$ cat src/rtl/psram_wb_rdcache.sv
// Direct-mapped write-through read cache placed between the
// core-side Wishbone master and the PSRAM controller slave.
module psram_wb_rdcache #(
  parameter int LINES      = 16,
  parameter int LINE_WORDS = 4,
  parameter int ADDR_W     = 24
) (
  input  logic        clk_i,
  input  logic        rst_i,
  input  logic        s_cyc_i,
  input  logic        s_stb_i,
  input  logic        s_we_i,
  input  logic [31:0] s_adr_i,
  input  logic [3:0]  s_sel_i,
  input  logic [31:0] s_dat_i,
  output logic [31:0] s_dat_o,
  output logic        s_ack_o,
  output logic        m_cyc_o,
  output logic        m_stb_o,
  output logic        m_we_o,
  output logic [31:0] m_adr_o,
  output logic [3:0]  m_sel_o,
  output logic [31:0] m_dat_o,
  input  logic [31:0] m_dat_i,
  input  logic        m_ack_i,
  input  logic        flush_i
);

  localparam int IW = $clog2(LINES);
  localparam int LW = $clog2(LINE_WORDS);
  localparam int TW = ADDR_W - IW - LW - 2;

  typedef enum logic [1:0] {IDLE, FILL, WRITE, ACK} state_t;

  state_t state, state_n;

  logic [LINES-1:0] valid;
  logic [TW-1:0]    tags [LINES];
  logic [31:0]      mem  [LINES*LINE_WORDS];

  logic [ADDR_W-1:2] r_adr;
  logic [3:0]        r_sel;
  logic [31:0]       r_dat;
  logic [LW-1:0]     fill_cnt;
  logic              flush_pend;

  logic          req;
  logic [IW-1:0] s_idx, r_idx;
  logic [TW-1:0] s_tag, r_tag;
  logic [LW-1:0] s_word, r_word;
  logic          s_hit, r_hit;
  logic          last;
  logic          m_done;
  logic          unused_ok;

  assign req    = s_cyc_i & s_stb_i;
  assign s_idx  = s_adr_i[IW+LW+1:LW+2];
  assign s_tag  = s_adr_i[ADDR_W-1:IW+LW+2];
  assign s_word = s_adr_i[LW+1:2];
  assign s_hit  = valid[s_idx] && (tags[s_idx] == s_tag);

  assign r_idx  = r_adr[IW+LW+1:LW+2];
  assign r_tag  = r_adr[ADDR_W-1:IW+LW+2];
  assign r_word = r_adr[LW+1:2];
  assign r_hit  = valid[r_idx] && (tags[r_idx] == r_tag);

  assign last   = (fill_cnt == LW'(LINE_WORDS - 1));
  assign m_done = m_stb_o & m_ack_i;

  assign m_cyc_o   = m_stb_o;
  assign s_ack_o   = (state == ACK) & req;
  assign unused_ok = &{1'b0, s_adr_i[31:ADDR_W]};

  always_ff @(posedge clk_i) begin
    if (rst_i) state <= IDLE;
    else       state <= state_n;
  end

  always_comb begin
    state_n = state;
    unique case (state)
      IDLE: begin
        if (req) begin
          if (s_we_i)     state_n = WRITE;
          else if (s_hit) state_n = ACK;
          else            state_n = FILL;
        end
      end
      FILL:    if (m_done && last) state_n = ACK;
      WRITE:   if (m_done) state_n = ACK;
      ACK:     state_n = IDLE;
      default: state_n = IDLE;
    endcase
  end

  always_ff @(posedge clk_i) begin
    if (rst_i) begin
      valid      <= '0;
      fill_cnt   <= '0;
      flush_pend <= 1'b0;
      r_adr      <= '0;
      r_sel      <= '0;
      r_dat      <= '0;
      s_dat_o    <= '0;
      m_stb_o    <= 1'b0;
      m_we_o     <= 1'b0;
      m_adr_o    <= '0;
      m_sel_o    <= '0;
      m_dat_o    <= '0;
    end else begin
      unique case (state)
        IDLE: begin
          if (req) begin
            r_adr <= s_adr_i[ADDR_W-1:2];
            r_sel <= s_sel_i;
            r_dat <= s_dat_i;
            if (s_we_i) begin
              m_stb_o <= 1'b1;
              m_we_o  <= 1'b1;
              m_adr_o <= 32'(s_adr_i[ADDR_W-1:0]);
              m_sel_o <= s_sel_i;
              m_dat_o <= s_dat_i;
            end else if (s_hit) begin
              s_dat_o <= mem[{s_idx, s_word}];
            end else begin
              fill_cnt   <= '0;
              flush_pend <= 1'b0;
              m_stb_o    <= 1'b1;
              m_we_o     <= 1'b0;
              m_sel_o    <= 4'hF;
              m_adr_o    <= 32'({s_tag, s_idx, {LW{1'b0}}, 2'b00});
            end
          end
        end
        FILL: begin
          if (m_stb_o) begin
            if (m_ack_i) begin
              m_stb_o  <= 1'b0;
              fill_cnt <= fill_cnt + LW'(1);
              if (fill_cnt == r_word) s_dat_o <= m_dat_i;
              if (last && !flush_pend) valid[r_idx] <= 1'b1;
            end
          end else begin
            // strobe re-armed only after an idle cycle
            m_stb_o <= 1'b1;
            m_adr_o <= 32'({r_tag, r_idx, fill_cnt, 2'b00});
          end
        end
        WRITE: begin
          if (m_done) begin
            m_stb_o <= 1'b0;
            m_we_o  <= 1'b0;
          end
        end
        default: ;
      endcase
      if (flush_i) begin
        valid      <= '0;
        flush_pend <= 1'b1;
      end
    end
  end

  always_ff @(posedge clk_i) begin
    if (state == FILL && m_done) begin
      mem[{r_idx, fill_cnt}] <= m_dat_i;
      if (last) tags[r_idx] <= r_tag;
    end
    if (state == WRITE && m_done && r_hit) begin
      for (int b = 0; b < 4; b++)
        if (r_sel[b]) mem[{r_idx, r_word}][8*b +: 8] <= r_dat[8*b +: 8];
    end
  end

endmodule

$ cat config.mk
export PLATFORM = sky130hd
export DESIGN_NAME = psram_wb_rdcache
export DESIGN_NICKNAME = d
export VERILOG_FILES = /design/src/rtl/psram_wb_rdcache.sv
export SDC_FILE = /design/constraint.sdc
export NUM_CORES = 2
export LEC_CHECK = 0
export BUFFER_PORTS_ARGS = -buffer_cell sky130_fd_sc_hd__buf_2
export CAP_MARGIN = 5
export CORE_MARGIN = 2
export CORE_UTILIZATION = 53
export DETAILED_ROUTE_END_ITERATION = 7
export PLACE_DENSITY = 0.71
export RECOVER_POWER = 25
export SYNTH_ARGS = -nofsm -noshare
export SYNTH_HDL_FRONTEND = slang
export SYNTH_SLANG_ARGS = --single-unit
$ cat constraint.sdc
create_clock -name clk_i -period 4.37 [get_ports clk_i]
set_input_delay 0 -clock clk_i [delete_from_list [all_inputs] [get_ports clk_i]]
set_output_delay 0 -clock clk_i [all_outputs]
set_load 0.005 [all_outputs]
* Word level (Yosys, flattened, before mapping)
Memory sizes are Yosys's and may differ from the RTL's. A register that Yosys moved wholly into a read port is not among the register bits.
Index checks and enable logic that the tools add are counted.
** Operators by class
- Add/subtract/negate cells :: 1
- Multipliers :: 0
- Divide/modulo/power cells :: 0
- $lt $le $gt $ge :: 3
- Eq/ne operators :: 21
- Shifts and indexed selects :: 0
- Mux-type cells :: 69
- Bitwise gates (word level) :: 4
- Reductions and logical operators :: 28
** Operators by type and width (count)
- $mux W32 :: 11
- $pmux W32 S2 :: 2
- $mux W1 :: 33
- $eq A16 B16 Y1 :: 2
- $reduce_or A32 Y1 :: 1
- $ne A2 B2 Y1 const B :: 12
- $mux W2 :: 10
- $mux W4 :: 5
- $reduce_and A4 Y1 :: 5
- $or A16 B16 Y16 :: 1
- $lt A4 B5 Y1 const B :: 2
- $reduce_and A3 Y1 :: 3
- $bmux W1 S4 :: 2
- $logic_and A1 B1 Y1 :: 8
- $pmux W2 S4 :: 1
- $reduce_bool A2 Y1 :: 4
- $reduce_and A7 Y1 :: 1
- $eq A2 B2 Y1 const B :: 3
- $mux W6 :: 1
- $reduce_and A6 Y1 :: 1
- $demux W1 S4 :: 1
- $ge A4 B1 Y1 const B :: 1
- $pmux W2 S2 :: 1
- $and A1 B1 Y1 :: 3
- 12 further kinds :: 12
** Storage, ports and cells
- Register bits :: 181
- Bits in latches :: 0
- Bits in writable memories :: 2304
- Memory bits (read-only) :: 0
- Output and inout port bits :: 104
- Logic and storage cells :: 141
- Memories kept :: 2
** Memories
- mem :: words 64, width 32, rd ports 1, clocked after memory_dff 0, write ports 1, RTL line 39 : logic [31:0] mem [LINES*LINE_WORDS];
- tags :: words 16, width 16, rd ports 2, clocked after memory_dff 1, write ports 1, RTL line 38 : logic [TW-1:0] tags [LINES];

* Depth between registers and ports, before layout
- Word-level depth :: 8
- Gate-level depth with buffers :: 15
- Depth with buffers taken out :: 9

* Worst setup path after synthesis
Ideal clock, no wire load.
- Path type :: reg2reg
- From :: reg with a tool-made name
- To :: mem mem[10][0], enable pin
- Library setup time :: 375 ps
- Arrival :: 3437 ps
- Setup slack :: 558 ps
- Stages on the path, launching flop included :: 13
- Buffers on the path :: 3
- Period minus slack after synthesis :: 3812 ps
- Cell sequence :: dfxtp_1 buf_6 buf_2 mux4_2 mux2i_1 xor2_1 mux2i_1 nor3_1 nand4_2 nor4_4 o211ai_4 buf_6 a21oi_1
** RTL lines (RTL line)
- end: declaration :: 39

==> qor.yml <==
timing:
  fin_ws_ps: 109
  maxSlewHeadroom_pct: -22.2
  final-max-slew-violation-count: 102
  tightest_slew_ps: 1830
  skew_ps: 42.3
  timing.final.hold_violations: 0
  fin_crit_ps: 4260
  finalSetupViolCount: 0
  maxClockFrequency_ghz: 0.235
  rsz0062_at_grt: "yes"
  layout_worst_path_cycle_share_pct: 97.5
cells_and_area:
  layout-area-overhead-vs-synth_pct: 16.2
  final.fill_count: 12500
  num-nets-final: 5877
  drive_gt1_share_pct: 31.1
  area.sequential_sq_mm: 0.0727
  fin_cells: 8464
  multi_input_area_sq_mm: 0.0263
run:
  cap_viol_max_count: 2
placement:
  gp_congestion: 0.860
  detailedPlacementHpwl_um: 157000
  portBuffers: 194
  dp_cells: 7860
  pre_cts_ws_ps: -102
logic_synthesis:
  yosysMostFrequentCell: "sky130_fd_sc_hd__edfxtp_1"
  synthDistinctLibCells: 76
  yosys_warnings: 0
  post_synth_main_area_contributors: "sky130_fd_sc_hd__edfxtp_1 (69%), sky130_fd_sc_hd__mux4_2 (17%), sky130_fd_sc_hd__dfxtp_1 (3.5%)"
  synth_top_cells_by_count: "sky130_fd_sc_hd__edfxtp_1 (2304), sky130_fd_sc_hd__mux4_2 (760), sky130_fd_sc_hd__a21oi_1 (388), sky130_fd_sc_hd__nand2_1 (237), sky130_fd_sc_hd__clkbuf_1 (212)"
  synth_top_area_share_pct: 68.8
  synth_cells: 5067
  synth-compound-area-share_pct: 3.59
  synthFlopType: "sky130_fd_sc_hd__edfxtp_1"
  synth_seq_cells: 2481
  synth.mux.area_fraction_pct: 19.0
  synthesis.area_per_instance_sq_um: 19.9
  post-synth-top-area-cell: "sky130_fd_sc_hd__edfxtp_1"
  synth_async_sr_flop_share_pct: 0
  syn-cell-area_sq_mm: 0.101
  synth-xor-area-share_pct: 0.461
  synth_simple_gate_area_share_pct: 2.68
  synth_adder_area_share_pct: 0.0622
  ys_seq_area_share_pct: 72.3
  synth_top_family_by_area: "multiplexers"
  synth_enable_flop_cells: 2304
min_path:
  min_path_cells: 4
  hold_class: "input pin to flop"
  timing.hold.worst_endpoint: "s_dat_o[15]"
  min-delay-start: "m_dat_i[15]"
worst_setup_path:
  critical_path_peak_fanout: 36
  crit_path_arrival_time_ps: 4860
  endpoint_kind: "flop"
  required_ps: 4970
  setup.worst_path.start_class: "flop"
  worstSetupPathType: "flop to flop"
  critPathSlowestCell: "sky130_fd_sc_hd__mux4_2"
  cell_by_cell_trace_of_the_critical_path: "buf_12, mux4_2, mux2_2, nand2_1, a21oi_1, a2111oi_2, nand4_2, buf_4, buf_4, or3_1, o211ai_4, buf_12, a21oi_1, buf_4"
  r2r_setup_slack_ps: 110
  rr_endpoint: "mem[59][30]"
  worst_path_largest_cell_delay_ps: 530
  worst_path_most_repeated_cell: "sky130_fd_sc_hd__buf_4"
  worstRegToRegCells: 14
power_and_ir_drop:
  power_switching_w: 0.0116
  p_int_w: 0.0393
  power.leakage_nw: 37.3
  power_frac_comb_pct: 8.6
  irDropWorstVdd_v: 0.000385
  p_sw_share_pct: 22.9
  clockPowerShare_pct: 39.7
  power.sequential.fraction_pct: 51.7
  power_density_mw_per_mm2: 435
run_status:
  outcome: "complete, but fails checks"
  violations: "max-capacitance violations, max-slew violations"
floorplan:
  die-area_sq_mm: 0.193
  initial_utilization_pct: 53.5
  coreArea_sq_mm: 0.188
  io_pins: 211
  die_w_um: 440
  floorplan.rows: 159
  die-height_um: 440
clock_tree:
  cts_tree: "yes"
  cts-root-buf: "sky130_fd_sc_hd__clkbuf_16"
  cts-root-to-sink-buffers: 3
  htree_num_levels: 4
  cts_inserted_buffers: 231
  clock_sinks: 2481
  path_clk_slew_ps: 60
  worst_skew_pair_later_pin_latency_ps: 880
drt:
  drt-wirelength-per-cell_um: 30.8
  wire_length_after_detailed_routing_um: 261000
  detail_route.drc_violations: 0
  detail_route.first_pass.iterations: 6
  antenna_violating_nets_post_route: 0
  drt-vias-per-instance: 6.45
  detail_route.iter0.violations: 7378
  routed-via-count: 54600
global_routing:
  grt_max_degree: 143
  globalRouteTotalUtil_pct: 27.0
  gr-total-overflow: 0
  first_global_vias: 54800
  grt_first_pass_wirelength_um: 378000
  antenna_found_initial: 11
==> cell usage in the layout, fill, tap and decap left out, types with 22 or more instances in the layout <==
cell	instances
sky130_fd_sc_hd__clkbuf_1	131
sky130_fd_sc_hd__edfxtp_1	2304
sky130_fd_sc_hd__buf_12	75
sky130_fd_sc_hd__clkinv_1	45
sky130_fd_sc_hd__a311oi_1	32
sky130_fd_sc_hd__clkinv_2	50
sky130_fd_sc_hd__nor2b_1	25
sky130_fd_sc_hd__xnor2_1	41
sky130_fd_sc_hd__dlygate4sd3_1	166
sky130_fd_sc_hd__a21oi_1	378
sky130_fd_sc_hd__a211oi_1	43
sky130_fd_sc_hd__nand2_1	237
sky130_fd_sc_hd__nor2_1	112
sky130_fd_sc_hd__buf_4	367
sky130_fd_sc_hd__mux4_2	760
sky130_fd_sc_hd__nand2b_1	39
sky130_fd_sc_hd__o21ai_0	24
sky130_fd_sc_hd__nor2_2	65
sky130_fd_sc_hd__bufinv_16	26
sky130_fd_sc_hd__mux2i_1	127
sky130_fd_sc_hd__dfxtp_1	174
sky130_fd_sc_hd__clkbuf_16	236
sky130_fd_sc_hd__mux2_2	45
sky130_fd_sc_hd__buf_2	113
sky130_fd_sc_hd__inv_1	22
==> critical path: cells and delay by family, from the launching register on <==
kind | cells | cell delay (ps)
AO/OA/AOI/OAI | 4 | 780
buffers and inverters | 5 | 1130
flip-flops | 1 | 390
multiplexers | 2 | 800
AND/OR/NAND/NOR | 3 | 810
==> worst max path at each step <==
stage          startpoint     endpoint  slack (ps)  depth (start not counted)
6_report             flop  mem[59][30]         110                         14
5_1_grt              flop   mem[34][0]         -30                         15
4_1_cts              flop  mem[49][10]           4                         13
3_5_place_dp         flop  mem[25][10]        -100                         11
3_3_place_gp         flop  mem[25][11]        -210                         11
2_1_floorplan        flop   mem[10][0]         560                         12
==> power by group through the flow <==
stage          clock network [W]  registers, W  logic (W)
4_1_cts                   0.0204        0.0263    0.00436
6_report                  0.0202        0.0263    0.00439
3_5_place_dp                   0        0.0268    0.00422
3_3_place_gp                   0        0.0268    0.00416
2_1_floorplan                  0        0.0267    0.00257
5_1_grt                   0.0213        0.0263    0.00462
==> per-layer routing <==
layer / global-route usage, % / vias to the layer above / part of all wire, %
met5: 0 / - / 0.021
met4: 8.04 / 8 / 2.7
met3: 5.21 / 418 / 11
met2: 42.4 / 3316 / 48
met1: 38.9 / 28500 / 39
li1: - / 22300 / -
==> repair_timing <==
| action | in CTS | in global routing |
|---|---|---|
| buffers inserted | 0 | 0 |
| cloned | 0 | 1 |
| hold buffers | 166 | 0 |
| gates resized for setup | 5 | 73 |
| endpoints found under the setup margin | 128 | 2137 |
| hold endpoints to repair | 2225 | 0 |
| pin swaps | 0 | 1 |
==> cells by family (layout without fill, tap and decap cells) <==
logic type      count (synthesis)  after routing
fa+ha+maj                       5              5
xor+xnor                       53             53
flops                        2481           2481
simple gates                  590            590
compound gates                591            591
buf+inv                       405           1296
mux                           941            941
other cells                     1             12
==> per-stage QoR <==
step	hold WS, ps	cell area, sq um	utilization, %	setup TNS (ps)	total power, W
global route	80.7	117000	62.1	-474	0.0522
CTS	5.25	117000	62.1	0	0.0510
global placement	199	108000	57.2	-16730	0.0309
detailed placement	210	108000	57.2	-6720	0.0310
floorplan	109	101000	-	0	0.0293
finish	76.7	117000	62.1	0	0.0509
==> final cells by class <==
cell class,instances,area share (%)
well taps,2495,2.67
repair buffers,839,6.05
inverters,24,0.0835
clock inverters,155,1.35
flip-flops and latches,2481,62.2
clock buffers,278,5.19
diodes,4,0.00856
multi-input cells,2188,22.5
==> state kept, by name, indices dropped and copies added (netlist names), 16 cells and up, named ones only <==
register and cells:
m_adr_o 24, r_dat 32, r_adr 22, s_dat_o 32, valid 16, mem 2048
m_dat_o 32, tags 256
Power figures use the tool's default switching activity.
